[src/rtl/mem_ctrl_pkg.sv]
// Shared definitions for the RAM access sequencer: state encodings,
// operation type, word width and the default RAM address width.
package mem_ctrl_pkg;

  localparam int MEM_WORD_W = 32;
  localparam int DEF_ADDR_W = 8;

  typedef enum logic [2:0] {
    ST_IDLE   = 3'd0,
    ST_SETUP  = 3'd1,
    ST_STROBE = 3'd2,
    ST_HOLD   = 3'd3,
    ST_DONE   = 3'd4
  } state_t;

  typedef enum logic {
    OP_RD = 1'b0,
    OP_WR = 1'b1
  } op_t;

  // Bits needed to hold STROBE_CYC-1 (at least one bit).
  function automatic int timer_w(input int cyc);
    return (cyc < 2) ? 1 : $clog2(cyc);
  endfunction

endpackage

[src/rtl/mem_ctrl_strobe_timer.sv]
// Loadable down-counter timing the RAM strobe width. Loaded with
// STROBE_CYC-1 while in SETUP, counts during STROBE, expired at zero.
module mem_ctrl_strobe_timer
  import mem_ctrl_pkg::*;
#(
  parameter int STROBE_CYC = 1
) (
  input  logic i_clk,
  input  logic i_rst,
  input  logic i_load,
  input  logic i_run,
  output logic o_expired
);

  localparam int CW = timer_w(STROBE_CYC);
  localparam logic [CW-1:0] LOAD_VAL = CW'(STROBE_CYC - 1);

  logic [CW-1:0] r_cnt;

  always_ff @(posedge i_clk or posedge i_rst) begin
    if (i_rst) begin
      r_cnt <= '0;
    end else if (i_load) begin
      r_cnt <= LOAD_VAL;
    end else if (i_run && (r_cnt != '0)) begin
      r_cnt <= r_cnt - 1'b1;
    end
  end

  assign o_expired = (r_cnt == '0);

endmodule

[src/rtl/mem_ctrl.sv]
// Sequencer between the CPU MAR/MDR and a word-addressed RAM: turns a level
// request into one clean registered strobe pulse with setup and hold cycles.
module mem_ctrl
  import mem_ctrl_pkg::*;
#(
  parameter int ADDR_W     = DEF_ADDR_W,
  parameter int STROBE_CYC = 1
) (
  input  logic                  clock,
  input  logic                  clear,
  input  logic                  req_rd,
  input  logic                  req_wr,
  input  logic [MEM_WORD_W-1:0] mar,
  input  logic [MEM_WORD_W-1:0] mdr_out,
  output logic                  busy,
  output logic                  done,
  output logic                  err,
  output logic [MEM_WORD_W-1:0] rd_data,
  output logic [ADDR_W-1:0]     ram_addr,
  output logic [MEM_WORD_W-1:0] ram_din,
  output logic                  ram_write,
  output logic                  ram_read,
  input  logic [MEM_WORD_W-1:0] ram_dout,
  output logic [2:0]            o_dbg_state
);

  state_t                r_state;
  state_t                w_next_state;
  op_t                   r_op;
  logic                  r_busy;
  logic                  r_done;
  logic                  r_err;
  logic                  r_ram_read;
  logic                  r_ram_write;
  logic [ADDR_W-1:0]     r_ram_addr;
  logic [MEM_WORD_W-1:0] r_ram_din;
  logic [MEM_WORD_W-1:0] r_rd_data;

  logic                  w_addr_ok;
  logic                  w_single;
  logic                  w_accept;
  logic                  w_reject;
  logic                  w_expired;
  logic                  w_busy_nxt;
  logic                  w_done_nxt;
  logic                  w_err_nxt;
  logic                  w_read_nxt;
  logic                  w_write_nxt;

  // Request qualification: only meaningful while idle.
  assign w_addr_ok = ((mar >> ADDR_W) == '0);
  assign w_single  = req_rd ^ req_wr;
  assign w_accept  = (r_state == ST_IDLE) && w_single && w_addr_ok;
  assign w_reject  = (r_state == ST_IDLE) &&
                     ((req_rd && req_wr) || (w_single && !w_addr_ok));

  mem_ctrl_strobe_timer #(
    .STROBE_CYC(STROBE_CYC)
  ) u_strobe_timer (
    .i_clk    (clock),
    .i_rst    (clear),
    .i_load   (r_state == ST_SETUP),
    .i_run    (r_state == ST_STROBE),
    .o_expired(w_expired)
  );

  always_ff @(posedge clock or posedge clear) begin
    if (clear) begin
      r_state <= ST_IDLE;
    end else begin
      r_state <= w_next_state;
    end
  end

  always_comb begin
    w_next_state = r_state;
    case (r_state)
      ST_IDLE: begin
        if (w_reject) begin
          w_next_state = ST_DONE;
        end else if (w_accept) begin
          w_next_state = ST_SETUP;
        end
      end
      ST_SETUP:  w_next_state = ST_STROBE;
      ST_STROBE: if (w_expired) w_next_state = ST_HOLD;
      ST_HOLD:   w_next_state = ST_DONE;
      ST_DONE:   w_next_state = ST_IDLE;
      default:   w_next_state = ST_IDLE;
    endcase
  end

  // Outputs are decoded from the next state and registered, so each strobe
  // is a single flop output aligned exactly with the STROBE state.
  always_comb begin
    w_busy_nxt  = (w_next_state != ST_IDLE);
    w_done_nxt  = (w_next_state == ST_DONE);
    w_err_nxt   = (w_next_state == ST_DONE) && (r_state == ST_IDLE);
    w_read_nxt  = (w_next_state == ST_STROBE) && (r_op == OP_RD);
    w_write_nxt = (w_next_state == ST_STROBE) && (r_op == OP_WR);
  end

  always_ff @(posedge clock or posedge clear) begin
    if (clear) begin
      r_busy      <= 1'b0;
      r_done      <= 1'b0;
      r_err       <= 1'b0;
      r_ram_read  <= 1'b0;
      r_ram_write <= 1'b0;
    end else begin
      r_busy      <= w_busy_nxt;
      r_done      <= w_done_nxt;
      r_err       <= w_err_nxt;
      r_ram_read  <= w_read_nxt;
      r_ram_write <= w_write_nxt;
    end
  end

  always_ff @(posedge clock or posedge clear) begin
    if (clear) begin
      r_op       <= OP_RD;
      r_ram_addr <= '0;
      r_ram_din  <= '0;
      r_rd_data  <= '0;
    end else begin
      if (w_accept) begin
        r_op       <= req_wr ? OP_WR : OP_RD;
        r_ram_addr <= mar[ADDR_W-1:0];
        r_ram_din  <= mdr_out;
      end
      if ((r_state == ST_HOLD) && (r_op == OP_RD)) begin
        r_rd_data <= ram_dout;
      end
    end
  end

  assign busy        = r_busy;
  assign done        = r_done;
  assign err         = r_err;
  assign rd_data     = r_rd_data;
  assign ram_addr    = r_ram_addr;
  assign ram_din     = r_ram_din;
  assign ram_write   = r_ram_write;
  assign ram_read    = r_ram_read;
  assign o_dbg_state = r_state;

endmodule

[config.mk]
export PLATFORM = sky130hd
export DESIGN_NAME = mem_ctrl
export DESIGN_NICKNAME = d
export VERILOG_FILES = /design/src/rtl/mem_ctrl_pkg.sv /design/src/rtl/mem_ctrl_strobe_timer.sv /design/src/rtl/mem_ctrl.sv
export SDC_FILE = /design/constraint.sdc
export NUM_CORES = 1
export LEC_CHECK = 0
export ABC_CLOCK_PERIOD_IN_PS = 3900
export CORE_MARGIN = 2
export CORE_UTILIZATION = 41
export DETAILED_ROUTE_END_ITERATION = 8
export PLACE_DENSITY = 0.95
export SLEW_MARGIN = 20
export SYNTH_ARGS = -nofsm -noshare
export SYNTH_HDL_FRONTEND = slang
export SYNTH_SLANG_ARGS = --single-unit
[constraint.sdc]
create_clock -name clock -period 3.9 [get_ports clock]
set_input_delay 0.39 -clock clock [delete_from_list [all_inputs] [get_ports clock]]
set_output_delay 0.39 -clock clock [all_outputs]
set_load 0.02 [all_outputs]
**Yosys cells after proc, flatten, opt, wreduce, memory -nomap -nowiden**

Index checks and enable logic that the tools add are counted.

- Register bits after elaboration: 82
- Bits in latches: 0
- Bits in writable memories: 0
- Memory bits (read-only): 0
- Bits of input ports: 100
- Word-level logic and storage cells: 42
- Memories: 0

- Add/sub/neg operators: 1
- Multiply operators: 0
- Div/mod/pow operators: 0
- Order comparisons: 0
- Equal/unequal tests: 5
- Shift-type cells: 0
- Multiplexer cells: 7
- Bitwise operators: 2
- Reduce and logical (&&, ||, !) cells: 16

Operator list:

| operator | count |
|---|---|
| 32-bit zero test | 1 |
| 3-bit case mux with 4 select lines | 1 |
| 1-bit logical AND | 10 |
| 3-bit by 2-bit equality test with 1-bit output (second input constant) | 3 |
| 3-bit 2-to-1 mux | 3 |
| 3-bit by 1-bit equality test with 1-bit output (second input constant) | 1 |
| 3-bit equality test (second input constant) | 1 |
| 3-bit zero test | 1 |
| 1-bit 2-to-1 mux | 3 |
| 3-bit nonzero test | 1 |
| 2-bit nonzero test | 1 |
| 1-bit zero test | 1 |
| 1-bit logical OR | 1 |
| 1-bit inverter | 1 |
| 1-bit subtractor (second input constant) | 1 |
| 1-bit bitwise XOR | 1 |

**Longest topological paths before layout**

Gate-level depths: netlist of the first run.

- Word-level depth: 9
- Mapped depth: 5
- Depth with buffers taken out: 5

**By module**

From an unflattened synthesis of the first run, not the netlist that was laid out.

- Cells, all modules: 199
- Area, all modules: 3193.1 µm²

Modules (own cells, without submodules):

| module | times used | cells an instance | area an instance (µm²) |
|---|---|---|---|
| mem_ctrl | 1 | 195 | 3148.0 |
| mem_ctrl_strobe_timer | 1 | 4 | 45.0 |

**Worst setup path before layout of the first run**

No wires, ideal clock.

- Path kind: input-to-reg
- From: input port mar[20]
- To: register r_op
- Setup time: 0.125 ns
- Data arrival time: 1.691 ns
- Path slack: 2.084 ns
- Stages on the path: 5
- Path through: nor4_1 nand4_1 nor3_4 buf_6 mux2_2

- Longest elaborated chain between the ends: 2

RTL lines:

| item | RTL line | source |
|---|---|---|
| start, declared | mem_ctrl.sv:13 | `input logic [MEM_WORD_W-1:0] mar,` |
| 32-bit zero test | mem_ctrl.sv:51 | `assign w_addr_ok = ((mar >> ADDR_W) == '0);` |
| 1-bit logical AND | mem_ctrl.sv:53 | `assign w_accept = (r_state == ST_IDLE) && w_single && w_addr_ok;` |
| end signal, assigned | mem_ctrl.sv:127 | `r_op <= req_wr ? OP_WR : OP_RD;` |
| end, declared | mem_ctrl.sv:29 | `op_t r_op;` |

No other way between the ends.
A chain may end at the register's enable or synchronous reset.

**Worst setup path in the final report of the first run**

- From: input port mar[9]
- To: register r_ram_din[26], in the netlist ram_din[26]

- Longest elaborated chain between the ends: 2

RTL lines:

| item | RTL line | source |
|---|---|---|
| 32-bit zero test | mem_ctrl.sv:51 |  |
| 1-bit logical AND | mem_ctrl.sv:53 |  |
| end signal, assigned | mem_ctrl.sv:129 | `r_ram_din <= mdr_out;` |
| end, declared | mem_ctrl.sv:36 | `logic [MEM_WORD_W-1:0] r_ram_din;` |

No other way between the ends.

==> results of run 1 <==
## worst max-delay path, stage by stage
cell and delay (ns):
clkdlybuf4s50_1 0.40, nor4_1 0.34, nand4_1 0.22, nor3_4 0.23, buf_4 0.33, mux2_2 0.38
## report_power, final
| part | switching (mW) | internal [mW] | total (mW) |
|---|---|---|---|
| Combinational | 0.443 | 0.545 | 0.987 |
| Clock | 0.304 | 0.313 | 0.618 |
| Sequential | 0.117 | 1.04 | 1.15 |
## cells in the final DEF, fill, tap and decap left out, types with 3 or more instances in the layout
cell type        netlist  routed
buf_4                  0       4
clkbuf_8               0      10
clkdlybuf4s50_1        0     179
dfrtp_1               82      82
mux2_1                 5       5
mux2_2                68      68
nand2_1                5       5
nor2_1                 3       3
nor4_1                 7       7
## metal layers
layer | vias to the layer above | global-route usage
li1 | 1065 | -
met1 | 1139 | 0.231
met2 | 95 | 0.331
met3 | 17 | 0.0548
met4 | 0 | 0.0745
met5 | - | 0
## cells in the mapped netlist (all sizes together)
cell	n
a21bo	1
a21oi	1
and3	1
buf	7
clkbuf	1
dfrtp	82
ha	1
inv	2
mux2	73
nand2	5
nand4	1
nor2	3
nor2b	1
nor3	3
nor4	7
nor4bb	1
o21ai	2
o21bai	1
or4b	1
xnor2	1
## logic make-up (layout without fill, tap and decap cells)
family                   count (synthesis)  after routing  share of synthesized area
XOR/XNOR                                 1              1                    0.00279
adder cells (fa/ha/maj)                  1              1                    0.00399
buffers and inverters                   10            201                     0.0227
AO/OA/AOI/OAI                            5              5                     0.0104
AND/OR/NAND/NOR                         23             23                     0.0443
flip-flops                              82             82                      0.654
multiplexers                            73             73                      0.262
## cell type report
cell class              count  share of cell area
repair buffers            183               0.348
well taps                  99              0.0236
inverters                   2             0.00239
clock buffers              10              0.0263
clock inverters             6              0.0122
multi-input cells         103               0.196
flip-flops and latches     82               0.392
## sequential cells by signal (all words and copies together) (netlist names)
name and count:
busy 1, done 1, err 1, o_dbg_state 3, r_op 1, ram_addr 8, ram_din 32, ram_read 1
ram_write 1, rd_data 32, u_strobe_timer.r_cnt 1
## worst paths after layout
path,from,end,slack (ns),cells past startpoint
hold reg to reg,ram_addr[6],ram_addr[6],0.49,1
max in group asynchronous,clear,ram_din[27],2.77,3
setup reg to reg,o_dbg_state[2],ram_din[26],1.95,5
min in group clock,ram_addr[6],ram_addr[6],0.49,1
hold / removal,clear,ram_din[15],0.46,2
setup / recovery,mar[9],ram_din[26],1.81,6
==> results.py, run 1 <==
metrics = {
    "yosys": {
        "synthCells": 195,
        "yosysTopAreaCell": "dfrtp_1",
        "synthDistinctLibCells": 23,
        "synth_fp_nets": 296,
        "synth_top_area_frac": 0.654,
        "syn_area_per_cell_um2": 16.1,
        "yosysWarnings": 0,
        "netlist_top_cells_area": "dfrtp_1 (65%), mux2_2 (24%), mux2_1 (1.8%), buf_6 (1.4%), nor4_1 (1.4%)",
        "synth-seq-area-share": 0.654,
        "ys_ff_latch": 82,
        "syn_area_um2": 3140,
    },
    "grt": {
        "grt_max_degree": 69,
        "antenna_found_initial": 0,
        "grt_pass1_vias": 2577,
        "track_usage": 0.194,
        "grt_first_pass_wirelength_mm": 12.7,
        "grt_overflow": 0,
    },
    "clock_network": {
        "cts_tree": "built",
        "insertion_delay_ns": 0.34,
        "cts_setup_buffers": 0,
        "cts_made_buffers": 9,
        "htree_num_levels": 3,
        "clockBufferDepth": 2,
        "cts_sinks": 82,
        "holdBufCountCts": 0,
        "cts_root_buffer": "clkbuf_8",
        "path_clk_slew_ns": 0.09,
        "post_cts_resized": 0,
    },
    "cells_and_area": {
        "regArea_um2": 2050,
        "num_antenna_cells": 0,
        "final_cells": 485,
        "nets": 482,
        "multi_input_area_um2": 1030,
        "drive_gt1_frac": 0.241,
        "final_area_um2": 5240,
        "fillCellCount": 495,
        "syn2layout_area_growth_pct": 67.0,
        "fin_util": 0.715,
    },
    "critical_path": {
        "crit_path_max_fanout": 24,
        "worst-setup-path-type": "primary input to flip-flop",
        "cp-end-kind": "flip-flop",
        "start_kind": "primary input",
        "cp.arrival_ns": 2.31,
        "required_ns": 4.11,
    },
    "timing": {
        "setup_viol": 0,
        "fin_crit_ns": 2.09,
        "holdWs_ns": 0.460,
        "slew_viol_final": 0,
        "fin_skew_ns": 0.0188,
        "fin_crit_sh": 0.537,
        "final.setup.worst_slack_ns": 1.81,
        "rsz0062_at_grt": "no",
        "max_freq_mhz": 478,
        "relSlewSlack": 0.611,
        "setup_tns_ns": 0,
        "worst_pin_slew_ns": 0.584,
        "hold_violations": 0,
    },
    "pwr": {
        "vdd_drop_max_mv": 0.381,
        "finalPower_mw": 2.76,
        "p_leak_nw": 2.33,
        "powerDensity_nw_per_um2": 527,
    },
    "floorplanning": {
        "io_pins": 180,
        "die-area_um2": 8370,
        "die_w_um": 91.5,
        "rows": 31,
        "die_y_um": 91.5,
        "coreArea_um2": 7330,
        "initial_core_util": 0.428,
    },
    "outcome": {
        "status": "finished, final reports clean",
    },
    "placed_design": {
        "port_buffers": 179,
        "dp_cells": 469,
        "place_area_um2": 5040,
        "place_congestion": 0.710,
        "dp_slack_ns": 1.46,
        "hpwl_mm": 6.03,
    },
    "detailed_routing": {
        "drc": 0,
        "drt.antenna.violating_nets": 0,
        "wl_met2_mm": 4.10,
        "wl_per_cell_um": 16.1,
        "drt_iter0_markers": 61,
        "met1Wirelength_mm": 3.03,
        "routed_wl_mm": 7.80,
        "vias": 2316,
        "avgViaCountPerCell": 4.78,
        "wl_met3_um": 511,
        "routed.top_layer": "met4",
        "firstDrtPassIters": 4,
    },
    "worst_hold_path": {
        "hp-class": "primary input to asynchronous set/reset pin",
    },
    "flow_run": {
        "max_cap_viol_count": 0,
    },
}
(Power assumes the default switching activity.)
==> run 2, diff against run 1 <==
ABC_CLOCK_PERIOD_IN_PS = 2100   (was 3900)
CORE_UTILIZATION = 38   (was 41)
PLACE_DENSITY = 0.92   (was 0.95)
clock period = 2.1 ns   (was 3.9 ns; I/O delays follow)
==> results.py, run 2 (same netlist as run 1, synthesis figures left out) <==
metrics = {
    "outcome": {
        "status": "finished, final reports clean",
    },
    "floorplanning": {
        "initial_core_util": 0.388,
        "coreArea_um2": 8090,
        "die_y_um": 94.9,
        "die-area_um2": 9000,
        "rows": 33,
        "die_w_um": 94.9,
        "io_pins": 180,
    },
    "critical_path": {
        "cp.arrival_ns": 2.05,
        "start_kind": "primary input",
        "crit_path_max_fanout": 32,
        "worst-setup-path-type": "primary input to flip-flop",
        "required_ns": 2.31,
        "cp-end-kind": "flip-flop",
    },
    "placed_design": {
        "place_congestion": 0.730,
        "hpwl_mm": 6.14,
        "port_buffers": 179,
        "place_area_um2": 5090,
    },
    "timing": {
        "rsz0062_at_grt": "no",
        "relSlewSlack": 0.633,
        "max_freq_mhz": 544,
        "setup_viol": 0,
        "fin_crit_sh": 0.876,
        "slew_viol_final": 0,
        "worst_pin_slew_ns": 0.551,
        "fin_crit_ns": 1.84,
        "hold_violations": 0,
        "holdWs_ns": 0.363,
        "fin_skew_ns": 0.00911,
    },
    "pwr": {
        "vdd_drop_max_mv": 0.620,
        "p_leak_nw": 2.35,
        "powerDensity_nw_per_um2": 961,
    },
    "clock_network": {
        "path_clk_slew_ns": 0.07,
        "insertion_delay_ns": 0.33,
        "cts_setup_buffers": 0,
        "post_cts_resized": 0,
        "cts_root_buffer": "clkbuf_8",
        "htree_num_levels": 3,
        "holdBufCountCts": 0,
        "cts_tree": "built",
        "cts_made_buffers": 9,
        "clockBufferDepth": 2,
        "cts_sinks": 82,
    },
    "cells_and_area": {
        "syn2layout_area_growth_pct": 68.1,
        "nets": 486,
        "num_antenna_cells": 0,
        "layout_common_cells": "clkdlybuf4s50_1 (179), dfrtp_1 (82), mux2_2 (68)",
        "final_area_um2": 5270,
        "mostFrequentLayoutCell": "clkdlybuf4s50_1",
        "drive_gt1_frac": 0.242,
        "fin_util": 0.652,
    },
    "grt": {
        "track_usage": 0.178,
        "grt_first_pass_wirelength_mm": 12.2,
        "grt_overflow": 0,
        "grt_pass1_vias": 2534,
        "antenna_found_initial": 0,
        "grt_max_degree": 46,
    },
    "detailed_routing": {
        "firstDrtPassIters": 4,
        "drt_iter0_markers": 29,
        "avgViaCountPerCell": 4.69,
        "routed_wl_mm": 7.92,
        "wl_per_cell_um": 16.0,
        "drt.antenna.violating_nets": 0,
        "vias": 2316,
        "drc": 0,
    },
    "worst_hold_path": {
        "hp-class": "primary input to asynchronous set/reset pin",
    },
    "flow_run": {
        "max_cap_viol_count": 0,
    },
}
-- run 2: cell count changes in the layout (fill, tap and decap cells not counted) --
cell        change
inv_6           -1
clkinv_4        -1
buf_12          +1
buf_4           +3
clkinvlp_4      -1
clkbuf_1        +2
-- run 2: where the power goes --
group / internal [mW] / switching [mW]
Sequential: 1.93 / 0.187
Combinational: 1.03 / 0.838
Clock: 0.573 / 0.509
Total: 3.53 / 1.53
-- run 2: worst max-delay path: stages --
cell and delay [ns]:
clkdlybuf4s50_1 0.42, nor4_1 0.29, nand4_1 0.23, nor3_4 0.29, buf_12 0.22, mux2_2 0.36
-- run 2: final timing paths --
kind / from / to / slack (ns) / cells after the start
worst max-delay path: mar[20] / ram_din[27] / 0.26 / 6
worst min-delay path: clear / rd_data[11] / 0.36 / 3
worst max register to register: o_dbg_state[1] / ram_din[27] / 0.26 / 5
worst min register to register: rd_data[24] / rd_data[24] / 0.50 / 1
max in group asynchronous: clear / r_op / 1.32 / 3
min in group clock: mar[6] / ram_addr[6] / 0.48 / 2
-- run 2: per-stage QoR --
step	setup slack, ns	std cells	power [mW]	setup TNS [ns]
2_1_floorplan	0.286	195	2.96	0
4_1_cts	0.262	494	5.15	0
6_report	0.261	494	5.07	0
3_3_place_gp	-0.0150	479	3.97	-0.425
5_1_grt	0.129	494	5.34	0
3_5_place_dp	-0.0836	479	4.04	-2.93
-- run 2: final cells by class --
class                           count  area (µm²)
Sequential cell                    82        2050
Clock inverter                      3        40.0
Clock buffer                       12         145
Inverter                            2        11.3
Fill cell                         609        2820
Timing Repair Buffer              187        1860
Multi-Input combinational cell    103        1030
Tap cell                          105         131
-- run 2: metal layers --
layer / track usage / vias up / share of wire
li1: - / 1074 / -
met1: 0.193 / 1125 / 0.37
met2: 0.323 / 101 / 0.52
met3: 0.0543 / 16 / 0.087
met4: 0.0725 / 0 / 0.019
met5: 0 / - / 0
